### src/rtl/out_pack_quant.sv
// out_pack_quant
//   Requantizes signed accumulator lanes to int8 (arithmetic right shift,
//   then saturation to -128..127) and packs consecutive beats LSB-first
//   into WIDTH-bit output words. One dat_vld pulse is produced per full
//   word. The final partial word of a frame is zero-filled and emitted
//   together with frame_done.
//
// Build option:
//   OUT_PACK_ROUND_EN  defined   -> round half up before the shift
//                      undefined -> truncate (shift toward -inf)
//
// Ports:
//   clk, rst_n     clock, asynchronous active-low reset
//   start          frame start pulse (honoured only in IDLE)
//   frame_beats    input beats in the frame (sampled on start)
//   shift          right-shift amount (sampled on start)
//   busy           high in RUN and DONE
//   in_rdy         high only in RUN
//   in_vld/in_dat  input beat; lane i at [i*ACC_W +: ACC_W]
//   dat_vld/dat    registered output word, single-cycle valid pulse
//   word_num       ceil(frame_beats/PACK)-1, registered on start
//   frame_done     single-cycle pulse at frame end
module out_pack_quant #(
    parameter int unsigned WIDTH = 256,
    parameter int unsigned LANES = 8,
    parameter int unsigned ACC_W = 16,
    parameter int unsigned PACK  = WIDTH / (LANES * 8),
    parameter int unsigned CNT_W = 16
) (
    input  logic                     clk,
    input  logic                     rst_n,
    input  logic                     start,
    input  logic [CNT_W-1:0]         frame_beats,
    input  logic [3:0]               shift,
    output logic                     busy,
    output logic                     in_rdy,
    input  logic                     in_vld,
    input  logic [LANES*ACC_W-1:0]   in_dat,
    output logic                     dat_vld,
    output logic [WIDTH-1:0]         dat,
    output logic [CNT_W-1:0]         word_num,
    output logic                     frame_done
);

    localparam int unsigned BEAT_W  = LANES * 8;
    localparam int unsigned SLOT_W  = (PACK > 1) ? $clog2(PACK) : 1;
    localparam int unsigned PACK_SH = $clog2(PACK);

    localparam logic signed [ACC_W:0] SAT_MAX = 127;
    localparam logic signed [ACC_W:0] SAT_MIN = -128;

    typedef enum logic [1:0] {
        S_IDLE,
        S_RUN,
        S_DONE
    } state_t;

    state_t              r_state;
    state_t              w_state_nxt;

    logic [CNT_W-1:0]    r_beats_left;
    logic [3:0]          r_shift;
    logic [SLOT_W-1:0]   r_slot;
    logic [WIDTH-1:0]    r_pack;
    logic [WIDTH-1:0]    r_dat;
    logic                r_dat_vld;
    logic [CNT_W-1:0]    r_word_num;

    logic                w_start_frame;
    logic                w_accept;
    logic                w_last_beat;
    logic                w_word_end;
    logic [BEAT_W-1:0]   w_q_beat;
    logic [WIDTH-1:0]    w_pack_nxt;
    logic [CNT_W-1:0]    w_word_num;

    // Shift (optionally rounded) in ACC_W+1 bits so the rounding add cannot
    // overflow, then clamp to int8.
    function automatic logic [7:0] quant(input logic [ACC_W-1:0] acc,
                                         input logic [3:0]       sh);
        logic signed [ACC_W:0] ext;
        logic signed [ACC_W:0] shd;
        ext = $signed({acc[ACC_W-1], acc});
`ifdef OUT_PACK_ROUND_EN
        if (sh != 4'd0) begin
            ext = ext + $signed((ACC_W+1)'(1) << (sh - 4'd1));
        end
`endif
        shd = ext >>> sh;
        if (shd > SAT_MAX) begin
            quant = 8'h7f;
        end else if (shd < SAT_MIN) begin
            quant = 8'h80;
        end else begin
            quant = shd[7:0];
        end
    endfunction

    assign w_start_frame = (r_state == S_IDLE) && start && (frame_beats != '0);
    assign w_accept      = in_vld && (r_state == S_RUN);
    assign w_last_beat   = (r_beats_left == CNT_W'(1));
    assign w_word_end    = (r_slot == SLOT_W'(PACK - 1)) || w_last_beat;

    // ceil(n/PACK)-1 == (n-1)/PACK for n > 0; PACK is a power of two.
    assign w_word_num    = (frame_beats - CNT_W'(1)) >> PACK_SH;

    always_comb begin
        w_q_beat = '0;
        for (int unsigned l = 0; l < LANES; l++) begin
            w_q_beat[l*8 +: 8] = quant(in_dat[l*ACC_W +: ACC_W], r_shift);
        end
    end

    // Slot 0 starts from an all-zero word, so any slots left unfilled at
    // frame end are already zero when the word is emitted.
    always_comb begin
        w_pack_nxt = (r_slot == '0) ? '0 : r_pack;
        for (int unsigned p = 0; p < PACK; p++) begin
            if (r_slot == SLOT_W'(p)) begin
                w_pack_nxt[p*BEAT_W +: BEAT_W] = w_q_beat;
            end
        end
    end

    // State register
    always_ff @(posedge clk or negedge rst_n) begin
        if (!rst_n) begin
            r_state <= S_IDLE;
        end else begin
            r_state <= w_state_nxt;
        end
    end

    // Next-state logic
    always_comb begin
        w_state_nxt = r_state;
        case (r_state)
            S_IDLE: begin
                if (start) begin
                    w_state_nxt = (frame_beats != '0) ? S_RUN : S_DONE;
                end
            end
            S_RUN: begin
                if (w_accept && w_last_beat) begin
                    w_state_nxt = S_DONE;
                end
            end
            S_DONE: begin
                w_state_nxt = S_IDLE;
            end
            default: begin
                w_state_nxt = S_IDLE;
            end
        endcase
    end

    // State-decoded outputs
    always_comb begin
        busy       = 1'b0;
        in_rdy     = 1'b0;
        frame_done = 1'b0;
        case (r_state)
            S_RUN: begin
                busy   = 1'b1;
                in_rdy = 1'b1;
            end
            S_DONE: begin
                busy       = 1'b1;
                frame_done = 1'b1;
            end
            default: begin
            end
        endcase
    end

    // Datapath: counters, pack register, output word
    always_ff @(posedge clk or negedge rst_n) begin
        if (!rst_n) begin
            r_beats_left <= '0;
            r_shift      <= '0;
            r_slot       <= '0;
            r_pack       <= '0;
            r_dat        <= '0;
            r_dat_vld    <= 1'b0;
            r_word_num   <= '0;
        end else begin
            r_dat_vld <= 1'b0;
            if (w_start_frame) begin
                r_beats_left <= frame_beats;
                r_shift      <= shift;
                r_word_num   <= w_word_num;
                r_slot       <= '0;
            end else if (w_accept) begin
                r_pack       <= w_pack_nxt;
                r_beats_left <= r_beats_left - CNT_W'(1);
                if (w_word_end) begin
                    r_dat     <= w_pack_nxt;
                    r_dat_vld <= 1'b1;
                    r_slot    <= '0;
                end else begin
                    r_slot <= r_slot + SLOT_W'(1);
                end
            end
        end
    end

    assign dat_vld  = r_dat_vld;
    assign dat      = r_dat;
    assign word_num = r_word_num;

endmodule

### config.mk
export PLATFORM = sky130hd
export DESIGN_NAME = out_pack_quant
export DESIGN_NICKNAME = d
export VERILOG_FILES = /design/src/rtl/out_pack_quant.sv
export SDC_FILE = /design/constraint.sdc
export NUM_CORES = 1
export LEC_CHECK = 0
export CELL_PAD_IN_SITES_DETAIL_PLACEMENT = 0
export CELL_PAD_IN_SITES_GLOBAL_PLACEMENT = 1
export CORE_UTILIZATION = 26
export CTS_CLUSTER_DIAMETER = 100
export CTS_CLUSTER_SIZE = 20
export DETAILED_ROUTE_END_ITERATION = 6
export HOLD_SLACK_MARGIN = 0.05
export PLACE_DENSITY = 0.56
export SLEW_MARGIN = 40
export SYNTH_ARGS = -nofsm -noshare
export SYNTH_HDL_FRONTEND = slang
export SYNTH_SLANG_ARGS = --single-unit
### constraint.sdc
create_clock -name clk -period 4.2 [get_ports clk]
set_clock_uncertainty 0.1 [all_clocks]
set_input_delay 1.26 -clock clk [delete_from_list [all_inputs] [get_ports clk]]
set_output_delay 1.26 -clock clk [all_outputs]
set_load 0.02 [all_outputs]
After elaboration in Yosys (flattened, before gate mapping)
Cells that the tools add are included.

Bits in registers: 551. Output and inout port bits: 276. Logic and storage cells: 93.

Add/subtract/negate cells: 3. Magnitude comparators: 16. Equality and inequality tests: 8. Shift-type cells: 8. Multiplexer cells: 36. Bitwise logic cells: 1. Reduce and logical (&&, ||, !) cells: 13.

Operator list (count): $mux W256 (1); $mux W64 (4); $gt A17 B8 Y1 const B (8); $lt A17 B8 Y1 const B (8); $sshr A16 B4 Y17 (8); $mux W8 (16); $mux W16 (2); $sub A16 B1 Y16 const B (2); $eq A16 B1 Y1 const B (1); $reduce_bool A16 Y1 (1); $mux W2 (6); $eq A2 B2 Y1 const B (3); $mux W1 (6); $eq A2 B1 Y1 const B (2); $logic_and A1 B1 Y1 (4); $logic_not A2 Y1 (2); $pmux W2 S2 (1); $reduce_and A2 Y1 (2); $reduce_and A3 Y1 (1); $add A2 B1 Y2 const B (1); $ne A2 B1 Y1 const B (1); $ne A2 B2 Y1 const B (1); $reduce_bool A2 Y1 (1); $reduce_or A2 Y1 (1); other kinds (2) (2).

Longest topological paths before layout
Depth in word-level cells: 5. Depth in mapped cells: 13. Gate-level depth less buffers: 9.

Least setup slack after synthesis
No wires, ideal clock.

Path type: input to register. Start point: input frame_beats[0]. End point: register r_dat[227], in the netlist dat[227]. Library setup time: 0.131 ns. Data arrival time: 3.588 ns. Setup slack: 0.380 ns. Stages: 11. Buffers on the path: 3. Cell sequence: or4_1 -> buf_2 -> nor4b_2 -> a21oi_1 -> or3_1 -> buf_2 -> clkinv_2 -> nand2_1 -> buf_2 -> nor2_4 -> a221oi_2.

Cells in the longest elaborated chain, start to end: 4.

Ends and longest elaborated chain: from (decl) (RTL line 33) `input logic [CNT_W-1:0] frame_beats,`; $reduce_bool A16 Y1 (RTL line 99) `assign w_start_frame = (r_state == S_IDLE) && start && (frame_beats != '0);`; $logic_and A1 B1 Y1 (RTL line 99); $not A1 Y1 (no line); $reduce_and A3 Y1 (no line); to (signal assigned) (RTL line 197) `r_dat <= w_pack_nxt;`; to (decl) (RTL line 65) `logic [WIDTH-1:0] r_dat;`.

Every way passes these cells. A chain may end at the register's enable or synchronous reset.

Worst setup path after layout
Start point: input frame_beats[0]. End point: register r_dat[35], in the netlist dat[35].

Same word-level chain as after synthesis.

==> flow_summary.ini <==
[finish]
final_cell_mix = dfrtp_1, clkdlybuf4s50_1, nand2_1
nets = 3629
syn_to_final_growth_pct = 31.0
final_cells = 4952
final_common_cell = dfrtp_1
final_cell_area_sq_um = 37800
drive_above_1_share_pct = 15.4
fillerInstances = 11400

[hold_path]
holdPathEnd = r_pack[240]
worstHoldPathCells = 1
holdCritStartpoint = r_pack[240]
hp-class = reg -> reg

[detailed_routing]
ant_nets = 0
wl_per_cell_um = 24.0
totalWireLength_mm = 119
drt-pass1-iter-count = 5
vias_per_cell = 5.11
drt_iter0_markers = 1907
drc = 0
vias = 25300

[critical_path]
critPathLaunchType = input port
r2r_start = r_shift[0]
worstPathCellList = clkdlybuf4s50_1, or4_1, nor4b_2, buf_4, a21oi_4, or3_4, clkinv_8, buf_12, o21ai_0, a21oi_1, buf_4, a21o_1
end_kind = register
regToRegSetupSlack_ps = 640
slowest_stage = or4_1
worstSetupPathType = in -> reg
cp.required_ps = 4630
crit_path_max_fanout = 14
rr_endpoint = dat[240]
cp_data_arrival_time_ps = 4190
reg2reg_depth = 10
path_common_cell = buf_4
max_stage_delay_ps = 630

[sta]
max_freq_ghz = 0.266
slew_headroom_pct = 43.1
holdWs_ps = 373
period_minus_slack_ps = 3760
setup_violations = 0
tightest_slew_ps = 854
fin_crit_sh_pct = 89.6
hold_viol_final = 0
slew_violations = 0
setup_tns_ps = 0
rsz0062_at_grt = false

[placed_design]
placed_cell_area_sq_um = 36800
gp_congestion = 0.831
place_hpwl_mm = 87.8
place_inst = 4907
portBuffers = 425

[logic_synthesis]
syn_area_sq_um = 28900
ys_seq_area_share_pct = 47.8
avgSynthCellArea_sq_um = 9.68
ys_warn_count = 0
async_flop_share_pct = 100
synth_edf_count = 0
syn_inst = 2983
dominantRegCellSynth = dfrtp_1
synth-seq-cells = 551
synth.distinct_cells = 89

[grt]
grt_max_degree = 81
antenna_found_initial = 4
grt_pass1_wl_mm = 175
grt_usage_pct = 20.8
overflow = 0
grt_pass1_vias = 25200

[floorplan]
die_x_um = 335
core-area_sq_um = 109000
die_h_um = 335
initial_core_util_pct = 26.4
num_rows = 121
dieArea_sq_um = 112000
pin_count = 428

[pwr]
power_leakage_nw = 16.3
power_density_nw_per_um2 = 659
ir_drop_mv = 0.334

[clock_tree]
postCtsSetupBuffers = 0
h-tree-depth = 2
clock_path_buffers = 3
clock_latency_ps = 580
cts_root_buf = clkbuf_16
clock_sinks = 551
tritoncts.num_buffers = 35
clkTransAtPathRegs_ps = 90
cts_resized = 0
hold_buffers = 0
cts_tree = done

[outcome]
status = complete, no violations

[job]
maxCapViolations = 0
power breakdown:
group / switching [mW] / total (mW) / internal [mW] / leakage [nW]
registers: 1.00 / 7.59 / 6.59 / 7.48
logic: 8.33 / 13.7 / 5.33 / 8.32
clock network: 1.99 / 3.68 / 1.69 / 0.500
total: 11.3 / 24.9 / 13.6 / 16.3
layer usage:
metal	vias to the layer above	wire [um]	track usage, %
met4	2	1990	3.98
met1	12800	55700	29.7
met3	76	7200	4.04
li1	11800	-	-
met2	651	53900	32.5
met5	-	13	0
worst max-delay path by stage:
stage | from | endpoint | slack, ps | cells after the start
6_report | frame_beats[0] | dat[35] | 440 | 12
5_1_grt | r_shift[0] | dat[49] | 340 | 10
4_1_cts | frame_beats[0] | dat[146] | 490 | 11
3_5_place_dp | frame_beats[0] | dat[134] | -130 | 11
3_3_place_gp | frame_beats[0] | dat[35] | -90 | 12
2_1_floorplan | frame_beats[0] | dat[227] | 380 | 11
Yosys cell counts, drive strengths merged (44+ instances only):
cell type	instances	share of area (%)
nand2	420	5.5
o21ai	376	6.5
mux4	79	6.2
nand3	62	1.1
and3	89	1.9
o211ai	50	1.3
dfrtp	551	48
mux2	47	1.8
a22o	44	1.3
mux2i	79	2.7
clkbuf	154	2.0
a21oi	253	4.4
a221oi	53	2.0
nor2	221	2.9
buf	112	2.5
area by class of cell:
class | instances | area (sq um) | area share (%)
multi-input combinational | 2141 | 13800 | 36.6
timing repair buffer | 713 | 7190 | 19.0
tap | 1476 | 1850 | 4.88
sequential | 551 | 13800 | 36.5
clock buffer | 39 | 943 | 2.49
antenna | 1 | 2.50 | 0.00662
clock inverter | 5 | 86.3 | 0.228
inverter | 26 | 111 | 0.294
state kept, by name, summed over array words and instances (netlist names):
name,count
r_beats_left,16
dat_vld,1
r_state,2
r_slot,2
r_pack,256
r_shift,4
dat,256
word_num,14
critical path, delay by kind of cell:
family                 cells  cell delay, ps
buffers and inverters      5            1090
AO/OA/AOI/OAI              4             420
AND/OR/NAND/NOR            3            1390
metrics by stage:
| step | util [%] | total power [mW] | setup WS, ps |
|---|---|---|---|
| global route | 34.6 | 26.4 | 341 |
| finish | 34.6 | 24.9 | 436 |
| global placement | 33.6 | 21.3 | -87.0 |
| floorplan | - | 14.6 | 380 |
| detailed placement | 33.6 | 21.4 | -134 |
| CTS | 34.6 | 25.1 | 489 |
cell families (layout without fill, tap and decap cells):
group / after synthesis / count (layout) / synth area share [%]
AO/OA/AOI/OAI: 977 / 977 / 21.2
AND/OR/NAND/NOR: 926 / 926 / 14.5
flip-flops: 551 / 551 / 47.8
buffers and inverters: 292 / 783 / 4.81
multiplexers: 205 / 205 / 10.7
XOR/XNOR: 22 / 22 / 0.667
adder cells (fa/ha/maj): 9 / 9 / 0.390
other: 1 / 3 / 0.0130
Note: power is estimated with default switching activity, not from simulation.
